<file path="src/rtl/i2c_reg_bank_if.sv">
// Received-byte stream from the I2C slave receiver into the register bank.
interface i2c_reg_bank_if;
  logic [7:0] data_i;
  logic       data_valid_i;
  logic       start_i;
  logic       stop_i;

  modport master (output data_i, output data_valid_i, output start_i, output stop_i);
  modport slave  (input  data_i, input  data_valid_i, input  start_i, input  stop_i);
endinterface

</file>
<file path="src/rtl/i2c_reg_bank.sv">
// Register bank written by I2C write transactions: pointer byte, then data bytes with
// pointer auto-increment; contents exposed through a combinational read port.
module i2c_reg_bank #(
  parameter int         NUM_REGS  = 8,
  parameter int         ADDR_W    = 3,
  parameter bit         WRAP      = 1'b1,
  parameter logic [7:0] RESET_VAL = 8'h00
) (
  input  logic              clk,
  input  logic              rst_n,
  i2c_reg_bank_if.slave     rx,
  input  logic [ADDR_W-1:0] rd_addr_i,
  output logic [7:0]        rd_data_o,
  output logic              wr_strobe_o,
  output logic [ADDR_W-1:0] wr_addr_o,
  output logic [7:0]        wr_data_o,
  output logic [ADDR_W-1:0] ptr_o,
  output logic              busy_o,
  output logic              err_o
);

  localparam logic [1:0] S_IDLE = 2'd0;
  localparam logic [1:0] S_PTR  = 2'd1;
  localparam logic [1:0] S_DATA = 2'd2;
  localparam logic [1:0] S_DROP = 2'd3;

  localparam logic [ADDR_W-1:0] LAST_IDX = ADDR_W'(NUM_REGS - 1);

  logic [1:0]        state;
  logic              dv_q;
  logic              byte_ev;
  logic [ADDR_W-1:0] ptr;
  logic [7:0]        regs [NUM_REGS];

  // data_valid_i is a level that may persist for many cycles; only its rising edge is a byte.
  assign byte_ev = rx.data_valid_i & ~dv_q;

  always_ff @(posedge clk or negedge rst_n) begin
    if (!rst_n) begin
      state       <= S_IDLE;
      dv_q        <= 1'b0;
      ptr         <= '0;
      wr_strobe_o <= 1'b0;
      wr_addr_o   <= '0;
      wr_data_o   <= 8'h00;
      err_o       <= 1'b0;
      for (int i = 0; i < NUM_REGS; i++) regs[i] <= RESET_VAL;
    end else begin
      dv_q        <= rx.data_valid_i;
      wr_strobe_o <= 1'b0;
      if (rx.start_i) begin
        state <= S_PTR;
        err_o <= 1'b0;
      end else if (rx.stop_i) begin
        state <= S_IDLE;
      end else if (byte_ev) begin
        case (state)
          S_PTR: begin
            // Range check on the full byte so e.g. 0x09 is rejected rather than aliased to 1.
            if (int'(rx.data_i) < NUM_REGS) begin
              ptr   <= rx.data_i[ADDR_W-1:0];
              state <= S_DATA;
            end else begin
              err_o <= 1'b1;
              state <= S_DROP;
            end
          end
          S_DATA: begin
            regs[ptr]   <= rx.data_i;
            wr_strobe_o <= 1'b1;
            wr_addr_o   <= ptr;
            wr_data_o   <= rx.data_i;
            if (!WRAP && (ptr == LAST_IDX)) state <= S_DROP;
            else                            ptr   <= ptr + 1'b1;
          end
          S_DROP: err_o <= 1'b1;
          default: state <= S_IDLE;
        endcase
      end
    end
  end

  assign rd_data_o = regs[rd_addr_i];
  assign ptr_o     = ptr;
  assign busy_o    = (state != S_IDLE);

endmodule

</file>
<file path="src/flat_wrapper.sv">
// flat-port wrapper written by rule: the top's interface ports become plain ports
module i2c_reg_bank_flat 
#(
  parameter int         NUM_REGS  = 8,
  parameter int         ADDR_W    = 3,
  parameter bit         WRAP      = 1'b1,
  parameter logic [7:0] RESET_VAL = 8'h00
)
  (clk, rst_n, rd_addr_i, rd_data_o, wr_strobe_o, wr_addr_o, wr_data_o, ptr_o, busy_o, err_o, rx_data_i, rx_data_valid_i, rx_start_i, rx_stop_i);
  i2c_reg_bank_if rx_i ();
  input  logic clk;
  input  logic rst_n;
  input  logic [ADDR_W-1:0] rd_addr_i;
  output logic [7:0] rd_data_o;
  output logic wr_strobe_o;
  output logic [ADDR_W-1:0] wr_addr_o;
  output logic [7:0] wr_data_o;
  output logic [ADDR_W-1:0] ptr_o;
  output logic busy_o;
  output logic err_o;
  input wire logic [$bits(rx_i.data_i)-1:0] rx_data_i;
  input wire logic [$bits(rx_i.data_valid_i)-1:0] rx_data_valid_i;
  input wire logic [$bits(rx_i.start_i)-1:0] rx_start_i;
  input wire logic [$bits(rx_i.stop_i)-1:0] rx_stop_i;
  assign rx_i.data_i = rx_data_i;
  assign rx_i.data_valid_i = rx_data_valid_i;
  assign rx_i.start_i = rx_start_i;
  assign rx_i.stop_i = rx_stop_i;
  i2c_reg_bank #(.NUM_REGS(NUM_REGS), .ADDR_W(ADDR_W), .WRAP(WRAP), .RESET_VAL(RESET_VAL)) u_core (.clk(clk), .rst_n(rst_n), .rx(rx_i), .rd_addr_i(rd_addr_i), .rd_data_o(rd_data_o), .wr_strobe_o(wr_strobe_o), .wr_addr_o(wr_addr_o), .wr_data_o(wr_data_o), .ptr_o(ptr_o), .busy_o(busy_o), .err_o(err_o));
endmodule
</file>
<file path="config.mk">
export PLATFORM = sky130hd
export DESIGN_NAME = i2c_reg_bank_flat
export DESIGN_NICKNAME = d
export VERILOG_FILES = /design/src/rtl/i2c_reg_bank_if.sv /design/src/rtl/i2c_reg_bank.sv /design/src/flat_wrapper.sv
export SDC_FILE = /design/constraint.sdc
export NUM_CORES = 1
export LEC_CHECK = 0
export CAP_MARGIN = 15
export CORE_MARGIN = 5
export CORE_UTILIZATION = 41
export CTS_CLUSTER_DIAMETER = 200
export DETAILED_ROUTE_END_ITERATION = 6
export MAX_ROUTING_LAYER = met4
export SKIP_LAST_GASP = 1
export SYNTH_ARGS = -nofsm -noshare
export SYNTH_HDL_FRONTEND = slang
export SYNTH_SLANG_ARGS = --single-unit
</file>
<file path="constraint.sdc">
create_clock -name clk -period 3.5 [get_ports clk]
set_input_delay 0.875 -clock clk [delete_from_list [all_inputs] [get_ports clk]]
set_output_delay 0.875 -clock clk [all_outputs]
set_load 0.005 [all_outputs]
</file>
==> impl_metrics.csv, run 1 <==
group,metric,value,unit
drt,postRouteAntennaNets,0,
logic_synthesis,synth_top_family_by_area,"multiplexers",
critical_path,critical_path_class,"input pin to output port",
drt,wl,8564,um
logic_synthesis,ys_async_sr_fraction,1.000,
clock_network,clk_pin_slew,0.09,ns
critical_path,slowest_stage,"mux4_2",
min_path,hold_class,"input pin to async pin",
sta,rsz0062_at_grt,"false",
drt,vias,2302,
sta,clock.fmax,292.4,MHz
clock_network,clock-sinks,83,
critical_path,end_kind,"output port",
power,p_leak,0.002214,uW
logic_synthesis,synth_fa_ha_area_frac,0.003294,
critical_path,reg2reg_depth,4,
critical_path,crit_path_cell_trace,"clkdlybuf4s15_2 > buf_12 > mux4_2 > mux2_2 > clkdlybuf4s50_1",
sta,post-route-min-period,3.419,ns
logic_synthesis,synth_xor_area_frac,0,
status,status,"finished, final reports clean",
critical_path,crit_required,2.62,ns
power,worst_ir_drop_vdd,0.2289,mV
sta,fin_crit_sh,0.9770,
global_route,grt_pass1_vias,2408,
drt,drcViolationCount,0,
finish,insertedDiodeCount,0,
critical_path,reg2reg_slack,1.28,ns
critical_path,cp_slowest_stage_delay,0.49,ns
sta,setup_viol,0,
logic_synthesis,synth_compound_area_frac,0.02009,
clock_network,h-tree-depth,3,
logic_synthesis,ys_ff_latch,83,
global_route,gr-total-overflow,0,
logic_synthesis,ys_warn_count,0,
finish,nets,332,
floorplan,io_pins,41,
clock_network,cts-root-buf,"clkbuf_8",
finish,final_cells,431,
floorplan,die_height,106.3,um
floorplan,fp.dieW,106.3,um
sta,max_slew_margin,0.6556,
drt,drtPass1Iterations,4,
logic_synthesis,synthSimpleGateAreaFrac,0.08696,
finish,layout-drive-gt1-share,0.4031,
logic_synthesis,postSynthAreaPerCell,14.12,um^2
floorplan,initial_core_util,0.4150,
floorplan,core_area,0.009153,mm^2
job,cap_violations,0,
global_route,track_usage,0.1648,
sta,drv_slew,0,
power,power_density,394.0,mW/mm^2
global_route,grt_pass1_wl,13600,um
logic_synthesis,synth_edf_count,0,
sta,hold_viol,0,
clock_network,clockBufferDepth,2,
finish,final_common_cell,"dfrtp_1",
critical_path,startpoint_type,"input pin",
logic_synthesis,ys_types,35,
critical_path,crit_family,"buffers and inverters",
floorplan,die_area,0.01129,mm^2
clock_network,cts_tree,"built",
critical_path,path_buf_inv,3,
clock_network,worstSkewPairLatency,0.36,ns
global_route,antenna_found_initial,0,
logic_synthesis,muxShareOfSynthArea,0.3109,
drt,drt_iter0_drc,121,
finish,fill_cells,784,
floorplan,rows,35,
sta,clock_skew,0.01479,ns
drt,wl_per_cell,19.87,um
finish,final_cell_mix,"83 x dfrtp_1, 72 x mux2_2, 37 x clkdlybuf4s50_1",
finish,area_growth,22.43,%
logic_synthesis,synth_flop_cell,"dfrtp_1",
sta,tightest_slew,0.5118,ns
critical_path,arrival,2.54,ns
logic_synthesis,yosysSeqAreaShare,0.5468,
critical_path,cp.depth,5,
clock_network,cts_buffers,9,
logic_synthesis,synthesis.nets,286,
logic_synthesis,synth_cells,269,
placement,finalWeightedCongestion,0.7397,
placement,port_buffers,40,
placement,dp_cells,412,
power,finalPower,1832,uW
critical_path,worst-path-max-fanout,8,
logic_synthesis,synthesis.area,0.003799,mm^2
placement,dp_hpwl,5228,um
drt,routed_via_density,5.341,
global_route,grt_max_degree,84,
Yosys cell counts (all sizes together), types with 2 or more instances:
master,instances,area share
nand4b,3,0.0069
mux4,16,0.095
mux2,72,0.21
nand3,2,0.0026
a21oi,4,0.0053
nor3,2,0.0040
inv,5,0.0049
nand2,33,0.033
dfrtp,83,0.55
clkbuf,13,0.015
buf,8,0.011
nor4b,3,0.019
nor2,5,0.0049
o22ai,2,0.0033
o21ai,2,0.0026
final timing paths:
check                                                 from                              end
max                                           rd_addr_i[0]                     rd_data_o[4]
min                                                  rst_n      u_core.regs[14]$_DFFE_PN0P_
max reg2reg                          u_core.dv_q$_DFF_PN0_       u_core.regs[3]$_DFFE_PN0P_
min reg2reg                u_core.wr_data_o[4]$_DFFE_PN0P_  u_core.wr_data_o[4]$_DFFE_PN0P_
max in group asynchronous                            rst_n      u_core.regs[28]$_DFFE_PN0P_
min in group clk           u_core.wr_data_o[4]$_DFFE_PN0P_  u_core.wr_data_o[4]$_DFFE_PN0P_
logic make-up (layout without fill, tap and decap cells):
logic type                 after synthesis  in the layout
DFF                                     83             83
AOI/OAI and AO/OA                       12             12
and+or+nand+nor                         57             57
buffers and inverters                   27             78
adders and majority gates                1              1
muxes                                   89             89
worst register-to-register path, delay by kind of cell (launching register included):
family           cells  cell delay (ns)
DFF                  1             0.43
and+or+nand+nor      3             1.32
muxes                1             0.37
area by class of cell:
class,instances,area [um^2],share of cell area
flip-flops and latches,83,2077,0.4466
inverters,6,22.52,0.004843
repair buffers,56,604.3,0.1299
well taps,111,138.9,0.02986
clock inverters,6,70.07,0.01507
multi-input cells,159,1600,0.3441
clock buffers,10,137.6,0.02959
state kept, by name, indices dropped and copies added (netlist names):
register / flops
u_core.dv_q: 1
u_core.regs: 64
u_core.wr_addr_o: 3
u_core.err_o: 1
u_core.wr_strobe_o: 1
u_core.ptr_o: 3
u_core.state: 2
u_core.wr_data_o: 8
layer usage:
metal | global-route usage | routed length [um] | vias up
met2 | 0.2611 | 4278 | 34
met5 | - | 0 | -
met3 | 0.02672 | 195 | 8
li1 | - | - | 1060
met1 | 0.2141 | 3967 | 1200
met4 | 0.06383 | 123 | 0
timing repair:
| item | 4_1_cts | 5_1_grt |
|---|---|---|
| gates resized for setup | 4 | 1 |
| cloned | 1 | 1 |
| setup endpoints to repair | 8 | 2 |
| setup buffers | 0 | 0 |
| hold buffers | 0 | 0 |
| endpoints found under the hold margin | 0 | 0 |
metrics by stage:
step | worst slack (ns) | area [um^2] | util | setup TNS, ns | hold slack, ns
finish | 0.08058 | 4651 | 0.5081 | 0 | 0.3627
global placement | -0.2080 | 4359 | 0.4763 | -1.566 | 0.4594
detailed placement | -0.2121 | 4359 | 0.4763 | -1.584 | 0.4641
floorplan | 0.2441 | 3799 | - | 0 | 0.4698
global route | 0.02659 | 4651 | 0.5081 | 0 | 0.3558
CTS | 0.02806 | 4596 | 0.5021 | 0 | 0.4838
power by group:
part / total (uW) / switching, uW / internal, uW
registers: 982 / 13.7 / 968
logic: 129 / 65.6 / 63.6
clock network: 721 / 367 / 354
Power figures use the tool's default switching activity.
==> run 2, diff against run 1 <==
--- a/config.mk
+++ b/config.mk
@@ -5,11 +5,11 @@
 export SDC_FILE = /design/constraint.sdc
 export NUM_CORES = 1
 export LEC_CHECK = 0
-export CAP_MARGIN = 15
 export CORE_MARGIN = 5
 export CORE_UTILIZATION = 41
 export CTS_CLUSTER_DIAMETER = 200
 export DETAILED_ROUTE_END_ITERATION = 6
+export HOLD_SLACK_MARGIN = 0.12
 export MAX_ROUTING_LAYER = met4
 export SKIP_LAST_GASP = 1
 export SYNTH_ARGS = -nofsm -noshare
==> impl_metrics.csv, run 2 (synthesized netlist as in run 1, its figures left out) <==
group,metric,value,unit
status,status,"finished, final reports clean",
critical_path,worst-path-max-fanout,8,
floorplan,initial_core_util,0.4150,
sta,tightest_slew,1.058,ns
floorplan,rows,35,
clock_network,cts_tree,"built",
sta,clock_skew,0.01499,ns
power,p_leak,0.002201,uW
clock_network,clk_pin_slew,0.08,ns
power,p_switching,448.9,uW
floorplan,fp.dieW,106.3,um
global_route,grt_pass1_wl,13600,um
finish,fill_cells,787,
power,switching_share,0.2450,
clock_network,cts_hold_buffers,0,
global_route,track_usage,0.1648,
global_route,gr-total-overflow,0,
critical_path,crit_required,2.62,ns
critical_path,startpoint_type,"input pin",
critical_path,reg2reg_slack,1.31,ns
drt,vias,2288,
floorplan,core_area,0.009153,mm^2
drt,drt_iter0_drc,141,
clock_network,h-tree-depth,3,
power,p_seq_frac,0.536,
clock_network,cts-root-buf,"clkbuf_8",
finish,layout-drive-gt1-share,0.4013,
drt,wl_per_cell,19.90,um
power,power_density,396.2,mW/mm^2
finish,insertedDiodeCount,0,
min_path,min_to,"u_core.wr_data_o[4]$_DFFE_PN0P_",
finish,area_growth,21.71,%
critical_path,arrival,2.55,ns
floorplan,die_height,106.3,um
finish,seq_area,0.002077,mm^2
sta,drv_slew,0,
clock_network,clock-sinks,83,
clock_network,clockBufferDepth,2,
critical_path,r2r-end,"u_core.regs[3]$_DFFE_PN0P_",
job,cap_violations,0,
placement,port_buffers,40,
finish,final_common_cell,"dfrtp_1",
drt,wl,8557,um
critical_path,critical_path_class,"input pin to output port",
finish,largest_reg_flops,64,
drt,postRouteAntennaNets,0,
critical_path,reg2reg_depth,4,
sta,clock.fmax,292.4,MHz
sta,post-route-min-period,3.420,ns
critical_path,end_kind,"output port",
placement,finalWeightedCongestion,0.7397,
sta,setup_viol,0,
sta,rsz0062_at_grt,"false",
placement,dp_hpwl,5228,um
placement,dp_slack,-0.2121,ns
drt,drcViolationCount,0,
floorplan,io_pins,41,
finish,post-route-util,0.5051,
sta,whs,0.4789,ns
critical_path,r2r-start,"u_core.dv_q$_DFF_PN0_",
power,comb_power_share,0.068,
finish,multi_input_area,0.001600,mm^2
global_route,grt_max_degree,84,
sta,hold_viol,0,
sta,max_slew_margin,0.2945,
sta,fin_crit_sh,0.9773,
drt,routed_via_density,5.321,
drt,drtPass1Iterations,4,
floorplan,die_area,0.01129,mm^2
power,pwr-share-clk,0.396,
clock_network,postCtsSetupBuffers,0,
clock_network,worstSkewPairLatency,0.36,ns
sta,fin_ws,0.07960,ns
finish,top_regs,"u_core.regs (64), u_core.wr_data_o (8)",
finish,nets,331,
min_path,min_delay_path_depth,2,
power,worst_ir_drop_vdd,0.2306,mV
global_route,antenna_found_initial,0,
power,p_int,1383,uW
critical_path,startpoint,"rd_addr_i[0]",
min_path,hold_class,"register to register",
min_path,worstHoldStart,"u_core.wr_data_o[4]$_DFFE_PN0P_",
global_route,grt_pass1_vias,2408,
finish,final_cell_mix,"83 x dfrtp_1, 72 x mux2_2, 37 x clkdlybuf4s50_1",
power,finalPower,1832,uW
finish,largest-register,"u_core.regs",
clock_network,cts_buffers,9,
-- run 2: cell count changes in the layout (fill, tap and decap cells not counted), sizes merged --
cell,previous run,this run
buf,16,15
-- run 2: how the worst max path moves through the flow --
| stage | to | slack (ns) | cells after the start |
|---|---|---|---|
| 2_1_floorplan | rd_data_o[0] | 0.24 | 4 |
| 3_3_place_gp | rd_data_o[4] | -0.21 | 5 |
| 3_5_place_dp | rd_data_o[4] | -0.21 | 5 |
| 4_1_cts | rd_data_o[4] | 0.03 | 5 |
| 5_1_grt | rd_data_o[4] | 0.03 | 5 |
| 6_report | rd_data_o[4] | 0.08 | 5 |
-- run 2: per-layer routing --
| layer | vias up | routed length (um) | GRT usage |
|---|---|---|---|
| li1 | 1057 | - | - |
| met1 | 1200 | 3963 | 0.2141 |
| met2 | 23 | 4317 | 0.2611 |
| met3 | 8 | 166 | 0.02672 |
| met4 | 0 | 108 | 0.06383 |
| met5 | - | 0 | - |
-- run 2: through the flow --
step / area [um^2] / instances / setup TNS, ns
after floorplan: 3799 / 269 / 0
final: 4623 / 430 / 0
after CTS: 4596 / 429 / 0
after global routing: 4623 / 430 / 0
after global placement: 4359 / 412 / -1.566
after detailed placement: 4359 / 412 / -1.584
-- run 2: critical path: stages --
cell and delay, ns:
clkdlybuf4s15_2 0.27, buf_12 0.17, mux4_2 0.49, mux2_2 0.29, clkdlybuf4s50_1 0.45
-- run 2: what timing repair did --
action                     in CTS  in global routing
gates resized for setup         4                  1
setup endpoints to repair       8                  2
gates cloned                    1                  1
-- run 2: power by group through the flow --
stage	sequential (uW)	clock [uW]	combinational (uW)
after global placement	1000	0	118
after CTS	982	738	125
after floorplan	995	0	55.3
final	982	725	125
after detailed placement	1000	0	120
after global routing	984	788	138
-- run 2: final cells by class --
type | count | area share
clock buffers | 10 | 0.02977
clock inverters | 6 | 0.01516
inverters | 6 | 0.004871
multi-input cells | 159 | 0.3461
flip-flops and latches | 83 | 0.4493
well taps | 111 | 0.03004
repair buffers | 55 | 0.1248
==> patch 1, RTL diff (settings of run 1) <==
`WRAP` is set to 1'b1 in 2 places; all go to 1'b0.
--- a/src/rtl/i2c_reg_bank.sv
+++ b/src/rtl/i2c_reg_bank.sv
@@ -3,7 +3,7 @@
 module i2c_reg_bank #(
   parameter int         NUM_REGS  = 8,
   parameter int         ADDR_W    = 3,
-  parameter bit         WRAP      = 1'b1,
+  parameter bit         WRAP      = 1'b0,
   parameter logic [7:0] RESET_VAL = 8'h00
 ) (
   input  logic              clk,
--- a/src/flat_wrapper.sv
+++ b/src/flat_wrapper.sv
@@ -3,7 +3,7 @@
 #(
   parameter int         NUM_REGS  = 8,
   parameter int         ADDR_W    = 3,
-  parameter bit         WRAP      = 1'b1,
+  parameter bit         WRAP      = 1'b0,
   parameter logic [7:0] RESET_VAL = 8'h00
 )
   (clk, rst_n, rd_addr_i, rd_data_o, wr_strobe_o, wr_addr_o, wr_data_o, ptr_o, busy_o, err_o, rx_data_i, rx_data_valid_i, rx_start_i, rx_stop_i);
Behaviour: no difference found for any inputs over 4 cycles, from zero or initial values and one cycle with rst_n low; that may be too few to reach the edited logic, so the function may still have changed.
==> patch 1 against run 1 <==
Sequential share of layout area is 1.2 points lower; combinational power is 50% higher; area after synthesis is 3.4% higher; routed wire length is 1.4% lower; worst hold slack better by 0.0074 ns; power is 7.5% higher; cell area is 2.7% higher; sequential cell count stayed put; setup slack worse by 0.0022 ns; sequential power is 4% higher; clock power is 5.0% higher; die area is 3.0% higher.
==> patch 1: results (changes against run 1) <==
[worst_setup_path]
reg2reg_to=u_core.regs[9]$_DFFE_PN0P_
critical_path.max_fanout=8  ; unchanged
r2r_start=u_core.state[0]$_DFFE_PN0P_
rr_worst_depth=6  ; +2
cpPeakStageDelay_ns=0.51  ; +0.02 ns
r2r_slack_ns=1.17  ; -0.11 ns
cp.arrival_ns=2.55  ; about the same
cp_top_family=buffers and inverters

[outcome]
status=complete, no violations

[placed_design]
place_congestion=0.735  ; -0.62%
post-dp-hpwl_mm=5.38  ; +2.9%
place_area_mm2=0.00448  ; +2.7%

[logic_synthesis]
synth_nets=291  ; +1.7%
yosys_warnings=0  ; unchanged
async_reset_ff_share_pct=100  ; unchanged
ys_seq_area_share_pct=52.9  ; -1.8 points
yosys-top-cells-count=83 x dfrtp_1, 50 x mux2_1, 31 x nand2_1
synth_area_leaders=dfrtp_1 53%, mux2_1 14%, mux4_2 9.2%
synthDistinctLibCells=37  ; +5.7%

[cells_and_area]
nNetsFinal=334  ; +0.60%
n_fill_cell=823  ; +5.0%
drive_gt1_share_pct=26.6  ; -14 points
n_antenna_cell=0  ; unchanged

[global_route]
grt_pass1_vias=2415  ; +0.29%
grt_pass1_wl_mm=13.7  ; +0.97%
grt_usage_pct=16.2  ; -0.31 points
antenna_found_initial=0  ; unchanged

[sta]
clock_skew_ns=0.00918  ; -0.00560 ns
tightestPinTransition_ns=0.650  ; +0.138 ns
hold_slack_ns=0.370  ; +0.00737 ns

[clock_network]
path_clk_slew_ns=0.08
cts_buffer_depth=2  ; unchanged
clk_latency_ns=0.35
cts_setup_buffers=0  ; unchanged
cts_buffers=9  ; unchanged

[hold_path]
worstHoldPathType=input port to asynchronous set/reset pin

[power_and_ir_drop]
irDropWorstVdd_v=0.000223  ; -2.6%
p_leak_nw=2.42  ; +9.2%

[routing]
drt_iter0_drc=77  ; -36%
viasPerCell=5.04  ; -5.5%
totalWireLength_mm=8.44  ; -1.4%

[patch 1: changes by cell type in the layout (fill, tap and decap cells not counted), moves of 3 or more]
cell	before	now
buf_4	12	8
nor4b_4	3	0
nor2_1	5	2
mux2_4	0	10
mux2_1	0	50
nand4b_2	0	4
nand4b_1	3	0
ha_1	1	6
a21oi_1	4	1
mux2_2	72	16
[patch 1: final cells by class]
class,count,area (µm²),share of cell area [%]
inverters,6,22.5,0.471
multi-input cells,160,1730,36.1
clock inverters,5,77.6,1.62
clock buffers,10,138,2.88
repair buffers,52,574,12.0
well taps,129,161,3.38
flip-flops and latches,83,2080,43.5
[patch 1: routing by layer]
metal	GRT usage, %	vias up	share of wire (%)
met5	-	-	0
met1	21.5	1161	48
met4	5.68	0	1.7
met2	25.0	22	49
li1	-	1053	-
met3	3.00	9	1.7
[patch 1: worst max-delay path by stage]
stage / from / to / slack [ns] / cells past startpoint
after CTS: rd_addr_i[0] / rd_data_o[5] / 0.006 / 5
after global routing: rd_addr_i[0] / rd_data_o[4] / 0.03 / 5
after detailed placement: rd_addr_i[0] / rd_data_o[6] / -0.21 / 5
after global placement: rd_addr_i[0] / rd_data_o[7] / -0.20 / 5
after floorplan: rd_addr_i[0] / rd_data_o[0] / 0.44 / 4
final: rd_addr_i[0] / rd_data_o[0] / 0.08 / 5
[patch 1: kinds of logic after synthesis]
group	share of synthesized area [%]
multiplexers	32.7
flip-flops	52.9
AND/OR/NAND/NOR	7.90
buffers and inverters	3.12
AO/OA/AOI/OAI	1.47
adder cells (fa/ha/maj)	1.91
[patch 1: power by group]
part	switching [mW]	internal [mW]
clock network	0.342	0.415
registers	0.0382	0.979
logic	0.0884	0.106
[patch 1: worst register-to-register path, stage by stage, from the launching register on]
cell and delay [ns]:
dfrtp_1 0.41, inv_1 0.11, ha_1 0.34, nand3_2 0.15, inv_2 0.30, nand4b_2 0.45, mux2_1 0.46
[patch 1: per-stage QoR]
step                instances  setup WS (ns)
floorplan                 269          0.436
global placement          427         -0.198
detailed placement        427         -0.210
CTS                       443        0.00585
global route              445         0.0271
finish                    445         0.0784
[patch 1: timing repair]
item                                    4_1_cts  5_1_grt
resized for setup                             3        2
endpoints found under the setup margin        8        7
cloned                                        1        1
==> patch 2, RTL diff (flow settings as in run 1) <==
Without the edit above. Register the input `rd_addr_i` before use, without a reset. The logic sees it one clock later. The other inputs are not delayed to match.
--- a/src/rtl/i2c_reg_bank.sv
+++ b/src/rtl/i2c_reg_bank.sv
@@ -25,6 +25,12 @@
   localparam logic [1:0] S_DROP = 2'd3;
 
   localparam logic [ADDR_W-1:0] LAST_IDX = ADDR_W'(NUM_REGS - 1);
+
+  logic [ADDR_W-1:0] rd_addr_q;
+
+  always_ff @(posedge clk) begin
+    rd_addr_q <= rd_addr_i;
+  end
 
   logic [1:0]        state;
   logic              dv_q;
@@ -80,7 +86,7 @@
     end
   end
 
-  assign rd_data_o = regs[rd_addr_i];
+  assign rd_data_o = regs[rd_addr_q];
   assign ptr_o     = ptr;
   assign busy_o    = (state != S_IDLE);
 
Function: same outputs for any inputs over 4 cycles, from zero or initial values and one cycle with rst_n low; that may be too few to reach the edited logic, so the function may still have changed.
==> patch 2 against run 1 <==
Routed wire length decreased by 5.7%; sequential cell count increased by 3; non-clock buffer count decreased by 1; sequential power increased by 4%; final cell count increased by 5.1%; area after synthesis increased by 2.0%; register-to-register slack improved by 0.09 ns; count of clock-buffer cells in the layout increased by 1; cell area increased by 1.1%; global-route usage decreased by 0.93 points; setup slack improved by 0.24 ns; highest routed layer unchanged; largest power group unchanged; power increased by 0.50%; via count increased by 2.0%.
==> patch 2: results (changes against run 1) <==
[outcome]
status=complete, no violations

[power_and_ir_drop]
irDropWorstVdd_v=0.000290  ; +27%
p_leak_nw=2.20  ; -0.51%

[global_route]
antenna_found_initial=0  ; unchanged
grt_pass1_vias=2543  ; +5.6%
grt_pass1_wl_mm=13.4  ; -1.6%
grt_usage_pct=15.5  ; -0.93 points

[logic_synthesis]
async_reset_ff_share_pct=96.5  ; -3.5 points
muxShareOfSynthArea_pct=30.2  ; -0.86 points
synth_nets=288  ; +0.70%
synth_top_area_cell=dfrtp_1
synthCells=271  ; +0.74%
yosys-top-cells-count=83 x dfrtp_1, 72 x mux2_2, 33 x nand2_1
yosys_warnings=0  ; unchanged
synth_compound_area_share_pct=1.84  ; -0.17 points
synth-xor-area-share_pct=0  ; unchanged
synthDistinctLibCells=38  ; +8.6%
synth_area_leaders=dfrtp_1 54%, mux2_2 21%, mux4_2 9.3%
ys_seq_area_share_pct=55.2  ; +0.49 points
synth_fa_ha_area_share_pct=0.323  ; -0.0064 points

[cells_and_area]
drive_gt1_share_pct=40.7  ; +0.43 points
n_fill_cell=811  ; +3.4%
reg_top3=u_core.regs x64, u_core.wr_data_o x8
nNetsFinal=336  ; +1.2%
n_antenna_cell=0  ; unchanged
finalNonFillerCells=453  ; +5.1%

[sta]
hold_slack_ns=0.409  ; +0.0467 ns
clock_skew_ns=0.00888  ; -0.00591 ns
tightestPinTransition_ns=0.524  ; +0.0125 ns

[placed_design]
post-dp-hpwl_mm=5.63  ; +7.6%
place_congestion=0.828  ; +12%
placed_cells=436  ; +5.8%
portBuffers=40  ; unchanged

[hold_path]
worstHoldPathType=input port to asynchronous set/reset pin

[routing]
totalWireLength_mm=8.08  ; -5.7%
first_pass_iters=4  ; unchanged
drt_iter0_drc=82  ; -32%
route.vias.total=2349  ; +2.0%

[worst_setup_path]
rr_worst_depth=4  ; unchanged
cp-startpoint=u_core.rd_addr_q[0]$_DFF_P_
r2r_start=u_core.state[1]$_DFFE_PN0P_
cp.arrival_ns=2.30  ; -0.24 ns
r2r_slack_ns=1.37  ; +0.09 ns
critPathSlowestCell=mux4_2
critical_path.max_fanout=16  ; +8
cpPeakStageDelay_ns=0.57  ; +0.08 ns
cp_top_family=multiplexers
reg2reg_to=u_core.ptr_o[0]$_DFFE_PN0P_
crit_end=rd_data_o[4]

[clock_network]
clk_latency_ns=0.35
cts_setup_buffers=0  ; unchanged
cts_buffer_depth=2  ; unchanged
cts_buffers=9  ; unchanged
cts_max_level=3  ; unchanged
path_clk_slew_ns=0.08
root_buffer=clkbuf_8
cts_resized=0  ; -4

[patch 2: cell types whose count changed in the layout (fill, tap and decap cells not counted), sizes merged, moves of 2 or more]
cell,change
inv,-6
nor3,+4
dfxtp,+3
nand4b,-3
nor2b,+3
a211oi,+2
a21oi,-2
clkdlybuf4s50,+2
nand2,+2
nor4b,+2
[patch 2: logic make-up (layout without fill, tap and decap cells)]
logic type | count (synthesis) | after routing
mux | 88 | 88
buf+inv | 20 | 73
compound gates | 11 | 11
flops | 86 | 86
fa+ha+maj | 1 | 1
simple gates | 65 | 65
[patch 2: area by class of cell]
type | count | area [µm²] | area share, %
flip-flops and latches | 86 | 2140 | 45.4
multi-input cells | 165 | 1660 | 35.2
repair buffers | 55 | 531 | 11.3
well taps | 129 | 161 | 3.43
clock buffers | 11 | 151 | 3.22
clock inverters | 5 | 57.6 | 1.22
inverters | 2 | 7.51 | 0.160
[patch 2: report_power, final]
group	switching (mW)	internal, mW	leakage (nW)
Combinational	0.0559	0.0510	0.932
Sequential	0.0126	1.00	1.17
Clock	0.351	0.368	0.0976
[patch 2: stage by stage]
step | setup WS [ns] | instance area [µm²] | power [mW]
after floorplan | 0.827 | 3870 | 1.08
after global placement | 0.425 | 4470 | 1.14
after detailed placement | 0.391 | 4470 | 1.14
after CTS | 0.261 | 4670 | 1.87
after global routing | 0.211 | 4700 | 1.92
final | 0.325 | 4700 | 1.84
[patch 2: per-layer routing]
layer	track usage [%]	share of wire [%]	vias to the layer above	wire length, µm
li1	-	-	1078	-
met1	20.3	46	1234	3710
met2	24.5	50	25	4070
met3	3.37	2.5	12	203
met4	4.66	1.2	0	94
met5	-	0	-	0
